$ cat src/rtl/sha_pkg.sv
`default_nettype none
// ============================================================================
// Module      : sha_pkg
// Description : Shared constants for the SHA-256 sigma sequencer: ALU
//               opcodes, function encodings, FSM state codes and the
//               per-function rotate/shift amount table.
// Revision    : 1.0 - initial release
// ============================================================================
package sha_pkg;

  // ALU opcodes understood by the shared combinational ALU
  localparam logic [4:0] ALU_OP_IDLE = 5'b00000;  // ADD, driven while idle
  localparam logic [4:0] ALU_OP_XOR  = 5'b01000;
  localparam logic [4:0] ALU_OP_ROTR = 5'b01001;
  localparam logic [4:0] ALU_OP_SHR  = 5'b01011;

  // func encodings
  localparam logic [1:0] FUNC_BSIG0 = 2'd0;  // capital sigma 0
  localparam logic [1:0] FUNC_BSIG1 = 2'd1;  // capital sigma 1
  localparam logic [1:0] FUNC_SSIG0 = 2'd2;  // small sigma 0
  localparam logic [1:0] FUNC_SSIG1 = 2'd3;  // small sigma 1

  // Shift amounts, indexed [func][term], in issue order
  localparam logic [3:0][2:0][4:0] SHIFT_TABLE = '{
    '{5'd10, 5'd19, 5'd17},   // func 3 : ROTR17, ROTR19, SHR10
    '{5'd3,  5'd18, 5'd7 },   // func 2 : ROTR7,  ROTR18, SHR3
    '{5'd25, 5'd11, 5'd6 },   // func 1 : ROTR6,  ROTR11, ROTR25
    '{5'd22, 5'd13, 5'd2 }    // func 0 : ROTR2,  ROTR13, ROTR22
  };

  // Bit f set when the last term of function f is a logical shift
  localparam logic [3:0] LAST_IS_SHR = 4'b1100;

  // FSM state codes
  localparam logic [2:0] ST_IDLE  = 3'd0;
  localparam logic [2:0] ST_TERM0 = 3'd1;
  localparam logic [2:0] ST_TERM1 = 3'd2;
  localparam logic [2:0] ST_MIX1  = 3'd3;
  localparam logic [2:0] ST_TERM2 = 3'd4;
  localparam logic [2:0] ST_MIX2  = 3'd5;
  localparam logic [2:0] ST_DONE  = 3'd6;

endpackage
`default_nettype wire

$ cat src/rtl/sigma_term_rom.sv
`default_nettype none
// ============================================================================
// Module      : sigma_term_rom
// Description : Combinational lookup of (func, term index) to the ALU shift
//               amount and whether the term is a logical shift.
// Revision    : 1.0 - initial release
// ============================================================================
module sigma_term_rom
  import sha_pkg::*;
(
  input  logic [1:0] func,
  input  logic [1:0] term,
  output logic [4:0] shiftamt,
  output logic       is_shr
);

  // Table lookup; term index 3 does not exist and yields zeros
  always_comb begin
    shiftamt = 5'd0;
    is_shr   = 1'b0;
    if (term != 2'd3) begin
      shiftamt = SHIFT_TABLE[func][term];
      is_shr   = (term == 2'd2) && LAST_IS_SHR[func];
    end
  end

endmodule
`default_nettype wire

$ cat src/rtl/sha_sigma_sequencer.sv
`default_nettype none
// ============================================================================
// Module      : sha_sigma_sequencer
// Description : Sequences three rotate/shift terms and two XOR merges through
//               a shared combinational ALU to compute one SHA-256 sigma
//               function of a 32-bit word. One result per 6 cycles.
// Revision    : 1.0 - initial release
// ============================================================================
module sha_sigma_sequencer
  import sha_pkg::*;
#(
  parameter logic [4:0] OP_XOR  = ALU_OP_XOR,
  parameter logic [4:0] OP_ROTR = ALU_OP_ROTR,
  parameter logic [4:0] OP_SHR  = ALU_OP_SHR,
  parameter logic [4:0] OP_IDLE = ALU_OP_IDLE
) (
  input  logic        clock,
  input  logic        reset,
  input  logic        start,
  input  logic [1:0]  func,
  input  logic [31:0] x,
  output logic        busy,
  output logic        done,
  output logic [31:0] result,
  output logic [4:0]  alu_opcode,
  output logic [31:0] alu_operandA,
  output logic [31:0] alu_operandB,
  output logic [4:0]  alu_shiftamt,
  input  logic [31:0] alu_result
);

  logic [2:0]  state;
  logic [2:0]  state_next;
  logic [31:0] x_q;
  logic [1:0]  func_q;
  logic [31:0] acc;
  logic [31:0] tmp;
  logic [1:0]  term_idx;
  logic [4:0]  rom_shiftamt;
  logic        rom_is_shr;

  sigma_term_rom u_rom (
    .func     (func_q),
    .term     (term_idx),
    .shiftamt (rom_shiftamt),
    .is_shr   (rom_is_shr)
  );

  // State register
  always_ff @(posedge clock) begin
    if (reset) state <= ST_IDLE;
    else       state <= state_next;
  end

  // Next-state logic; start only matters in IDLE and DONE
  always_comb begin
    state_next = ST_IDLE;
    case (state)
      ST_IDLE:  state_next = start ? ST_TERM0 : ST_IDLE;
      ST_TERM0: state_next = ST_TERM1;
      ST_TERM1: state_next = ST_MIX1;
      ST_MIX1:  state_next = ST_TERM2;
      ST_TERM2: state_next = ST_MIX2;
      ST_MIX2:  state_next = ST_DONE;
      ST_DONE:  state_next = start ? ST_TERM0 : ST_IDLE;
      default:  state_next = ST_IDLE;
    endcase
  end

  // Output decode: status flags and ALU drive from the registered state
  always_comb begin
    busy         = 1'b0;
    done         = 1'b0;
    term_idx     = 2'd0;
    alu_opcode   = OP_IDLE;
    alu_operandA = 32'd0;
    alu_operandB = 32'd0;
    alu_shiftamt = 5'd0;
    case (state)
      ST_TERM0, ST_TERM1, ST_TERM2: begin
        busy         = 1'b1;
        term_idx     = (state == ST_TERM0) ? 2'd0 :
                       (state == ST_TERM1) ? 2'd1 : 2'd2;
        alu_opcode   = rom_is_shr ? OP_SHR : OP_ROTR;
        alu_operandA = x_q;
        alu_shiftamt = rom_shiftamt;
      end
      ST_MIX1, ST_MIX2: begin
        busy         = 1'b1;
        alu_opcode   = OP_XOR;
        alu_operandA = acc;
        alu_operandB = tmp;
      end
      ST_DONE: done = 1'b1;
      default: ;
    endcase
  end

  // Datapath registers: capture inputs on accept, accumulate ALU returns
  always_ff @(posedge clock) begin
    if (reset) begin
      x_q    <= 32'd0;
      func_q <= 2'd0;
      acc    <= 32'd0;
      tmp    <= 32'd0;
      result <= 32'd0;
    end else begin
      case (state)
        ST_IDLE, ST_DONE: begin
          if (start) begin
            x_q    <= x;
            func_q <= func;
          end
        end
        ST_TERM0:          acc <= alu_result;
        ST_TERM1, ST_TERM2: tmp <= alu_result;
        ST_MIX1:           acc <= alu_result;
        ST_MIX2: begin
          acc    <= alu_result;
          result <= alu_result;
        end
        default: ;
      endcase
    end
  end

endmodule
`default_nettype wire

$ cat config.mk
export PLATFORM = sky130hd
export DESIGN_NAME = sha_sigma_sequencer
export DESIGN_NICKNAME = d
export VERILOG_FILES = /design/src/rtl/sha_pkg.sv /design/src/rtl/sigma_term_rom.sv /design/src/rtl/sha_sigma_sequencer.sv
export SDC_FILE = /design/constraint.sdc
export NUM_CORES = 1
export LEC_CHECK = 0
export CORE_ASPECT_RATIO = 1.4
export CORE_UTILIZATION = 42
export CTS_CLUSTER_SIZE = 24
export DETAILED_ROUTE_END_ITERATION = 8
export PLACE_DENSITY = 0.73
export SLEW_MARGIN = 20
export SYNTH_ARGS = -nofsm -noshare
export SYNTH_HDL_FRONTEND = slang
export SYNTH_SLANG_ARGS = --single-unit
$ cat constraint.sdc
create_clock -name clock -period 1.5 [get_ports clock]
set_clock_uncertainty 0.1 [all_clocks]
set_input_delay 0.15 -clock clock [delete_from_list [all_inputs] [get_ports clock]]
set_output_delay 0.15 -clock clock [all_outputs]
set_load 0.02 [all_outputs]
==> metrics.md <==
| Metric | Value |
|---|---|
| CTS tree | `done` |
| Final-report setup violation count | `236` |
| Number of enable flip-flop cells after synthesis | `0` |
| Post-route DRC | `0` |
| Worst reg2reg path depth | `10` |
| Reg-to-reg slack, setup | `-440 ps` |
| Syn_area_per_cell | `7.93 um2` |
| Max Root-Sink Buffers | `2` |
| Number of DRC markers after the initial detailed-route iteration | `453` |
| Startpoint class of the critical path | `flop` |
| Fill cell total of the finished layout | `803` |
| Crit path cell chain | `or3b_4 > o21ai_4 > buf_6 > buf_12 > a21boi_4 > buf_6` |
| Worst setup slack after layout | `-625 ps` |
| Cell seen most often among critical-path stages | `buf_6` |
| Setup Crit Path Kind | `flop to output port` |
| IO Pins | `177` |
| #FFs+latches synth | `133` |
| Power density relative to cell area | `1100 mW/mm2` |
| Total CTS buffers | `17` |
| Syn Inst Count | `712` |
| Post-synthesis async set-or-reset flop share | `0%` |
| Worst IR drop on VDD | `0.000977 V` |
| I/O Buffers | `174` |
| WP depth | `6` |
| Leak pwr | `0.00388 uW` |
| N_diodes | `0` |
| Worst-path maximum fanout | `5` |
| RD Place Congestion | `0.855` |
| Die area | `0.0139 mm2` |
| Cell family with most CP delay | `simple AND/OR/NAND/NOR gates` |
| GR Overflow Total | `0` |
| Area Overhead vs Synth | `79.8%` |
| Largest stage delay, worst path | `410 ps` |
| Count of buffer and inverter cells on the critical path | `3` |
| Crit path capture type | `output port` |
| Detailed Routing Iterations Pass 1 | `5` |
| Standard cell core area | `0.0130 mm2` |
| Netlist area before placement | `0.00564 mm2` |
| Setup repair after global routing missed its margin | `yes` |
| Placed Cells | `1035` |
| Clock slew seen by the registers of the worst setup and hold paths | `60 ps` |
| Post-layout power | `11100 uW` |
| Number of antenna violations at the first check in global routing | `0` |
| Worst R2R End | `x_q[16]` |
| Number of nets at the end of the flow | `993` |
| Detail Route Antenna Nets | `0` |
| Die width | `100 um` |
| Proportion of layout cells with a drive suffix above 1 | `38.0%` |
| Hold Path End | `state[2]` |
| Yosys warning total | `0` |
| Share of the core filled with cells | `78.1%` |
| Minimum clock period | `2130 ps` |
| Initial core utilization | `43.4%` |
| Worst Path Required | `1250 ps` |
| Summed negative setup slack over all endpoints | `-71970 ps` |
| Deepest level of the CTS H-tree | `4` |
| Hold path startpoint | `reset` |
| Slowest-stage cell, CP | `or3b_4` |
| Worst hold path depth | `2` |
| Total number of vias | `6536` |
| Hold Violations, Final | `0` |
| Sum of net half-perimeters after detailed placement | `13.0 mm` |
| Clock tree sinks | `133` |
| Insertion delay of the later-clocked pin in the worst-skew pair | `410 ps` |
| Die span in y | `139 um` |
| Clock Root Buffer | `clkbuf_16` |
| Number of library cell types mapped by synthesis | `33` |
| Final Instance Area | `0.0102 mm2` |
| Total global routing track utilization | `33.7%` |
| Predominant post-synthesis flop cell | `dfxtp_1` |
| First-pass GRT wire length | `36.2 mm` |
| Final non-filler cell total | `1109` |
| Routed wire length per instance | `22.0 um` |
| Max cap viols | `0` |
| Post-DP Area | `0.00803 mm2` |
| Classification of the worst-slack hold path | `primary input to flop` |
| Failing checks | `negative setup slack` |
| Signal arrival time at the worst endpoint | `1880 ps` |
| Number of global-route vias before repair | `6723` |
| Site Rows | `49` |
| Routed via count divided by cell count | `5.89` |
| Final wirelength | `24.4 mm` |
| Number of max-slew violations in the final report | `0` |
| Startpoint of the most critical register-to-register path | `state[1]` |
| Maximum clock frequency | `0.471 GHz` |
| Run status | `finished, violations left` |
| Post-synthesis sequential area ratio | `47.2%` |
| Pin count of the biggest net entering global routing | `35` |
| Final critical-path share of the clock period | `142%` |
==> per-layer routing <==
layer	GRT usage (%)	wire length, um
met4	17.8	1240
met2	57.4	12400
met3	7.56	1670
met5	0	0
met1	39.0	9080
==> timing repair <==
item / 4_1_cts / 5_1_grt
cloned: 11 / 2
resized for setup: 599 / 73
pin swaps: 85 / 15
setup buffers: 30 / 3
hold buffers: 0 / 0
endpoints found under the setup margin: 236 / 238
==> state kept, by name, summed over array words and instances (netlist names) <==
register / flops
x_q: 32
result: 32
func_q: 2
acc: 32
state: 3
tmp: 32
==> placed cells by master, fill, tap and decap left out, types with 6 or more instances in the layout <==
cell type	netlist	final
nand3_2	0	13
clkbuf_16	0	20
a22o_4	0	24
buf_6	3	87
a21oi_2	0	35
o21ai_0	69	32
and3_4	0	25
buf_4	5	33
nand2_1	129	126
a21oi_1	132	97
and3_1	33	8
clkdlybuf4s50_1	0	97
buf_16	0	7
o21ai_2	0	31
nand3_1	67	54
buf_12	0	25
ha_1	6	6
a22o_1	32	8
dfxtp_1	133	129
==> power by group <==
part | internal [uW] | leakage (uW) | total (uW) | switching [uW]
Combinational | 1280 | 0.00249 | 2620 | 1340
Sequential | 3730 | 0.00108 | 3890 | 159
Clock | 2970 | 0.000307 | 4620 | 1650
Total | 7980 | 0.00388 | 11100 | 3150
==> final cells by class <==
class,instances,area [um2],share of cell area (%)
clock buffers,18,429,4.23
flip-flops and latches,133,2670,26.3
inverters,4,20.0,0.197
repair buffers,262,3110,30.6
multi-input cells,500,3470,34.2
clock inverters,14,225,2.22
well taps,178,223,2.19
==> Yosys cell counts, drive strengths merged (2+ instances only) <==
| cell type | number | area (um2) |
|---|---|---|
| dfxtp | 133 | 2660 |
| a21oi | 132 | 661 |
| nand2 | 129 | 484 |
| o21ai | 70 | 362 |
| nand3 | 67 | 335 |
| clkbuf | 54 | 206 |
| and3 | 33 | 206 |
| a22o | 32 | 280 |
| buf | 22 | 141 |
| ha | 6 | 75.1 |
| nor2 | 5 | 18.8 |
| nor2b | 4 | 25.0 |
| inv | 3 | 11.3 |
| nand2b | 3 | 18.8 |
| o22ai | 3 | 18.8 |
| a21boi | 2 | 15.0 |
| a2bb2oi | 2 | 17.5 |
| xnor2 | 2 | 25.0 |
==> through the flow <==
step                      hold slack, ps  setup slack, ps
after floorplan                      186             -185
after global placement               344             -593
after detailed placement             346             -621
after CTS                           25.7             -612
after global routing                77.2             -671
final                               59.3             -625
==> cell families (layout without fill, tap and decap cells) <==
| family | Yosys count | after routing | synth area share (%) |
|---|---|---|---|
| AO/OA/AOI/OAI | 244 | 244 | 24.5 |
| XOR/XNOR | 3 | 3 | 0.732 |
| adder cells (fa/ha/maj) | 6 | 6 | 1.33 |
| buffers and inverters | 80 | 298 | 6.43 |
| flip-flops | 133 | 133 | 47.2 |
| other | 1 | 2 | 0.0664 |
| AND/OR/NAND/NOR | 245 | 245 | 19.8 |
==> how the worst max path moves through the flow <==
stage / slack (ps) / startpoint / endpoint
finish: -630 / state[2] / alu_shiftamt[2]
global route: -670 / state[2] / alu_shiftamt[2]
CTS: -610 / state[1] / alu_opcode[3]
detailed placement: -620 / state[1] / alu_operandB[0]
global placement: -590 / state[1] / alu_operandB[0]
floorplan: -190 / state[0] / alu_shiftamt[2]
Power figures use the tool's default switching activity.
